--- config.mk ---
export PLATFORM = sky130hd
export DESIGN_NAME = mc14500_sequencer
export DESIGN_NICKNAME = d
export VERILOG_FILES = /design/src/rtl/mc14500_sequencer_pkg.sv /design/src/rtl/mc14500_return_stack.sv /design/src/rtl/mc14500_sequencer.sv
export SDC_FILE = /design/constraint.sdc
export NUM_CORES = 1
export LEC_CHECK = 0
export BUFFER_PORTS_ARGS = -buffer_cell sky130_fd_sc_hd__buf_4
export CAP_MARGIN = 20
export CORE_MARGIN = 5
export CORE_UTILIZATION = 30
export DETAILED_ROUTE_END_ITERATION = 7
export HOLD_SLACK_MARGIN = 0.05
export PLACE_DENSITY = 0.47
export SKIP_LAST_GASP = 1
export SYNTH_ARGS = -nofsm -noshare
export SYNTH_HDL_FRONTEND = slang
export SYNTH_SLANG_ARGS = --single-unit
--- constraint.sdc ---
create_clock -name clk -period 1.9 [get_ports clk]
set_input_delay 0 -clock clk [delete_from_list [all_inputs] [get_ports clk]]
set_output_delay 0 -clock clk [all_outputs]
set_load 0.05 [all_outputs]
--- src/rtl/mc14500_sequencer_pkg.sv ---
// Shared MC14500 definitions: ICU instruction encoding and sequencer state type.
package mc14500_sequencer_pkg;

   localparam int unsigned OPCODE_W = 4;

   typedef enum logic [OPCODE_W-1:0] {
      NOPO = 4'h0,
      LD   = 4'h1,
      LDC  = 4'h2,
      AND  = 4'h3,
      ANDC = 4'h4,
      OR   = 4'h5,
      ORC  = 4'h6,
      XNOR = 4'h7,
      STO  = 4'h8,
      STOC = 4'h9,
      IEN  = 4'hA,
      OEN  = 4'hB,
      JMP  = 4'hC,
      RTN  = 4'hD,
      SKZ  = 4'hE,
      NOPF = 4'hF
   } instruction_t;

   typedef enum logic [1:0] {
      SEQ_INIT,
      SEQ_RUN,
      SEQ_HALT
   } seq_state_t;

endpackage

--- src/rtl/mc14500_return_stack.sv ---
// Return-address LIFO for the MC14500 sequencer: registered depth counter,
// asynchronous read of the top entry.
module mc14500_return_stack #(
   parameter int unsigned ADDR_W      = 8,
   parameter int unsigned STACK_DEPTH = 4
) (
   input  logic              clk,
   input  logic              rst_n,
   input  logic              push,
   input  logic              pop,
   input  logic [ADDR_W-1:0] data_in,
   output logic [ADDR_W-1:0] data_out,
   output logic              full,
   output logic              empty
);

   localparam int unsigned CntW = $clog2(STACK_DEPTH + 1);
   localparam int unsigned PtrW = (STACK_DEPTH > 1) ? $clog2(STACK_DEPTH) : 1;

   logic [CntW-1:0]   count_q, count_d;
   logic [ADDR_W-1:0] mem_q [STACK_DEPTH];
   logic [PtrW-1:0]   wr_idx, top_idx;

   always_comb begin
      wr_idx   = PtrW'(count_q);
      top_idx  = PtrW'(count_q - CntW'(1));
      full     = (count_q == CntW'(STACK_DEPTH));
      empty    = (count_q == '0);
      data_out = mem_q[top_idx];
      count_d  = count_q;
      if (push && !full) begin
         count_d = count_q + CntW'(1);
      end else if (pop && !empty) begin
         count_d = count_q - CntW'(1);
      end
   end

   always_ff @(posedge clk or negedge rst_n) begin
      if (!rst_n) begin
         count_q <= '0;
         for (int i = 0; i < int'(STACK_DEPTH); i++) begin
            mem_q[i] <= '0;
         end
      end else begin
         count_q <= count_d;
         if (push && !full) begin
            mem_q[wr_idx] <= data_in;
         end
      end
   end

   // The sequencer's jmp/rtn priority makes a same-cycle push and pop impossible.
   assert property (@(posedge clk) disable iff (!rst_n) !(push && pop));

endmodule

--- src/rtl/mc14500_sequencer.sv ---
// Program sequencer for the MC14500 ICU: owns the PC, fetches program words,
// and handles call/return/halt requests from the ICU.
module mc14500_sequencer
   import mc14500_sequencer_pkg::*;
#(
   parameter int unsigned ADDR_W      = 8,
   parameter int unsigned STACK_DEPTH = 4
) (
   input  logic                  clk,
   input  logic                  rst_n,
   input  logic                  run,
   output logic [ADDR_W-1:0]     prog_addr,
   input  logic [ADDR_W+3:0]     prog_data,
   output logic [OPCODE_W-1:0]   icu_instruction,
   output logic                  icu_rst,
   input  logic                  icu_jmp,
   input  logic                  icu_rtn,
   input  logic                  icu_flag_f,
   output logic [ADDR_W-1:0]     io_addr,
   output logic                  halted,
   output logic                  stack_err
);

   seq_state_t          state_q, state_d;
   logic [ADDR_W-1:0]   pc_q, pc_d;
   logic                err_q, err_d;
   logic [ADDR_W-1:0]   pc_inc;
   logic [ADDR_W-1:0]   operand;
   logic [OPCODE_W-1:0] opcode;
   logic                push, pop;
   logic [ADDR_W-1:0]   stack_top;
   logic                stack_full, stack_empty;

   assign opcode  = prog_data[ADDR_W+3:ADDR_W];
   assign operand = prog_data[ADDR_W-1:0];
   assign pc_inc  = pc_q + ADDR_W'(1);

   mc14500_return_stack #(
      .ADDR_W      (ADDR_W),
      .STACK_DEPTH (STACK_DEPTH)
   ) u_stack (
      .clk      (clk),
      .rst_n    (rst_n),
      .push     (push),
      .pop      (pop),
      .data_in  (pc_inc),
      .data_out (stack_top),
      .full     (stack_full),
      .empty    (stack_empty)
   );

   always_comb begin
      state_d = state_q;
      pc_d    = pc_q;
      err_d   = err_q;
      push    = 1'b0;
      pop     = 1'b0;
      case (state_q)
         SEQ_INIT: state_d = SEQ_RUN;
         SEQ_RUN: begin
            if (icu_jmp) begin
               // A call on a full stack still jumps; only the return address is lost.
               pc_d = operand;
               if (stack_full) begin
                  err_d = 1'b1;
               end else begin
                  push = 1'b1;
               end
            end else if (icu_rtn) begin
               if (stack_empty) begin
                  pc_d  = '0;
                  err_d = 1'b1;
               end else begin
                  pc_d = stack_top;
                  pop  = 1'b1;
               end
            end else if (icu_flag_f) begin
               pc_d    = pc_inc;
               state_d = SEQ_HALT;
            end else begin
               pc_d = pc_inc;
            end
         end
         SEQ_HALT: begin
            if (run) begin
               state_d = SEQ_RUN;
            end
         end
         default: state_d = SEQ_INIT;
      endcase
   end

   always_comb begin
      prog_addr       = pc_q;
      io_addr         = operand;
      icu_rst         = (state_q == SEQ_INIT);
      halted          = (state_q == SEQ_HALT);
      stack_err       = err_q;
      icu_instruction = (state_q == SEQ_RUN) ? opcode : NOPO;
   end

   always_ff @(posedge clk or negedge rst_n) begin
      if (!rst_n) begin
         state_q <= SEQ_INIT;
         pc_q    <= '0;
         err_q   <= 1'b0;
      end else begin
         state_q <= state_d;
         pc_q    <= pc_d;
         err_q   <= err_d;
      end
   end

endmodule

==> impl_metrics.env <==
export IMPL_top_layer="met4"
export IMPL_grt_pass1_wl_um=10800
export IMPL_p_leak_nw=1.40
export IMPL_async_flop_share=1.00
export IMPL_syn_nets=264
export IMPL_syn_to_final_growth_pct=26.9
export IMPL_ios=41
export IMPL_netlist_instances=240
export IMPL_nFillCells=840
export IMPL_cts_buffer_depth=2
export IMPL_dr_total_vias=1957
export IMPL_finalPower_mw=4.60
export IMPL_cts_tree="yes"
export IMPL_row_count=33
export IMPL_synth_area_um2=2440
export IMPL_yosys_warnings=0
export IMPL_start_util=0.302
export IMPL_holdWs_ns=0.0623
export IMPL_post_dp_cell_area_um2=2900
export IMPL_nets=317
export IMPL_wl_per_cell_um=16.5
export IMPL_fin_skew_ns=0.0109
export IMPL_wl_um=6570
export IMPL_critPathCaptureType="register"
export IMPL_outcome="finished clean"
export IMPL_finalMaxSlewViolations=0
export IMPL_die_h_um=100
export IMPL_min_period_over_period=0.926
export IMPL_dieArea_um2=10000
export IMPL_avgSynthCellArea_um2=10.2
export IMPL_setup_violations=0
export IMPL_first_iter_violations=89
export IMPL_final_area_um2=3100
export IMPL_cts_root_buffer="clkbuf_8"
export IMPL_hold_class="in -> reg"
export IMPL_layout_min_cycle_time_ns=1.76
export IMPL_critical_path_class="reg -> reg"
export IMPL_finalSetupTns_ns=0
export IMPL_hpwl_um=4740
export IMPL_postRouteAntennaNets=0
export IMPL_final_cells=399
export IMPL_start_kind="register"
export IMPL_synth_seq_cells=46
export IMPL_h_tree_depth=2
export IMPL_placeableCoreArea_um2=8090
export IMPL_cp_max_fo=6
export IMPL_drt_pass1_iterations=4
export IMPL_vdd_drop_max_v=0.000597
export IMPL_cts_sinks=46
export IMPL_final_hold_viol_count=0
export IMPL_drive_gt1_frac=0.259
export IMPL_yosysSeqAreaShare=0.471
export IMPL_numCtsBuffers=5
export IMPL_antenna_found_initial=0
export IMPL_drc_errors=0
export IMPL_synthDistinctLibCells=41
export IMPL_via_per_inst=4.90
export IMPL_met1Wirelength_um=3090
export IMPL_worstMarginPinSlew_ns=0.595
export IMPL_grt_overflow=0
export IMPL_place_gp_congestion=0.790
export IMPL_synth_edff_count=0
export IMPL_track_usage=0.139
export IMPL_cap_violations=0
export IMPL_clk_latency_ns=0.30
export IMPL_grt_pass1_vias=1976
export IMPL_wl_met2_um=3110
export IMPL_dp_cells=382
export IMPL_io_buffers=40
export IMPL_synth_main_ff_cell="dfrtp_1"
export IMPL_required_ns=2.08
export IMPL_antenna_cells=0
export IMPL_arrival_ns=1.94
export IMPL_dr_wl_met3_um=326
export IMPL_relSlewSlack=0.603
export IMPL_grt_max_degree=47
export IMPL_rsz0062_at_grt="false"
export IMPL_max_freq_mhz=568
export IMPL_die_x_um=100
export IMPL_path_clk_slew_ns=0.09
export IMPL_power_density_nw_per_um2=1480
[synthesized netlist by cell type (3+ instances only)]
| cell | instances | area (µm²) |
|---|---|---|
| mux4_1 | 6 | 158 |
| nand4_1 | 8 | 50.1 |
| o31ai_1 | 3 | 22.5 |
| nor2_1 | 6 | 22.5 |
| clkbuf_1 | 6 | 22.5 |
| a31oi_1 | 3 | 18.8 |
| or3_1 | 3 | 18.8 |
| buf_4 | 9 | 67.6 |
| ha_1 | 6 | 75.1 |
| o21ai_0 | 36 | 180 |
| buf_2 | 4 | 20.0 |
| and2_1 | 6 | 37.5 |
| inv_1 | 5 | 18.8 |
| xnor2_1 | 5 | 43.8 |
| a21oi_1 | 6 | 30.0 |
| nand3_1 | 5 | 25.0 |
| nand2_1 | 40 | 150 |
| dfrtp_1 | 46 | 1150 |
| mux2_2 | 5 | 56.3 |
[timing repair]
| action | 4_1_cts | 5_1_grt |
|---|---|---|
| endpoints found under the hold margin | 52 | 1 |
| hold buffers | 8 | 1 |
| gates resized for setup | 0 | 0 |
| setup buffers | 0 | 0 |
[cell type report]
cell class / count / area [µm²] / area share
sequential: 46 / 1150 / 0.371
multi-input combinational: 166 / 1140 / 0.367
timing repair buffer: 68 / 546 / 0.176
tap: 105 / 131 / 0.0424
clock buffer: 6 / 72.6 / 0.0234
clock inverter: 2 / 37.5 / 0.0121
inverter: 6 / 22.5 / 0.00727
[where the power goes]
part / total (mW) / leakage, nW / switching [mW] / internal [mW]
Combinational: 2.19 / 0.784 / 1.21 / 0.987
Sequential: 1.67 / 0.568 / 0.282 / 1.39
Clock: 0.734 / 0.0514 / 0.341 / 0.393
[worst max-delay path, stage by stage, from the launching register on]
cell and delay (ns):
dfrtp_1 0.37, inv_2 0.04, ha_1 0.42, buf_4 0.20, mux4_1 0.27, a211oi_1 0.23, o21ai_0 0.11
[routing by layer]
layer  track usage  vias up
li1              -      958
met1         0.194      947
met2         0.216       48
met3        0.0327        4
met4        0.0415        0
met5             0        -
[cells in the final DEF, fill, tap and decap left out, drive strengths merged, types with 3 or more instances in the layout]
master,n
clkbuf,6
nand2,40
inv,5
ha,6
dlygate4sd3,9
xnor2,5
nor2,6
o31ai,3
a31oi,3
dfrtp,46
mux2,5
a21oi,6
and2,6
mux4,8
or3,3
nand3,5
o21ai,36
nand4,8
buf,59
[metrics by stage]
stage / utilization / setup WS, ns
after floorplan: - / 0.0173
after global placement: 0.358 / 0.176
after detailed placement: 0.358 / 0.152
after CTS: 0.382 / 0.131
after global routing: 0.383 / 0.00179
final: 0.383 / 0.140
[logic make-up (layout without fill, tap and decap cells)]
group / Yosys count / in the layout / share of synthesized area
simple gates: 79 / 79 / 0.154
compound gates: 61 / 61 / 0.150
flops: 46 / 46 / 0.471
buf+inv: 28 / 82 / 0.0625
mux: 13 / 13 / 0.106
xor+xnor: 7 / 7 / 0.0251
fa+ha+maj: 6 / 6 / 0.0307
[worst paths after layout]
kind,startpoint,cells past startpoint,slack (ns),endpoint
min reg2reg,u_stack.mem_q[23],2,0.48,u_stack.mem_q[23]
max,u_stack.count_q[0],6,0.14,prog_addr[0]
min in group asynchronous,rst_n,2,0.24,u_stack.mem_q[5]
min,icu_jmp,2,0.06,prog_addr[4]
max in group asynchronous,rst_n,2,1.24,u_stack.count_q[2]
max reg2reg,u_stack.count_q[0],6,0.14,prog_addr[0]
[sequential cells by signal (all words and copies together) (netlist names)]
signal and count:
prog_addr 8, stack_err 1, state_q 2, u_stack.count_q 3, u_stack.mem_q 32
No activity file was read; power rests on OpenSTA's default activity.
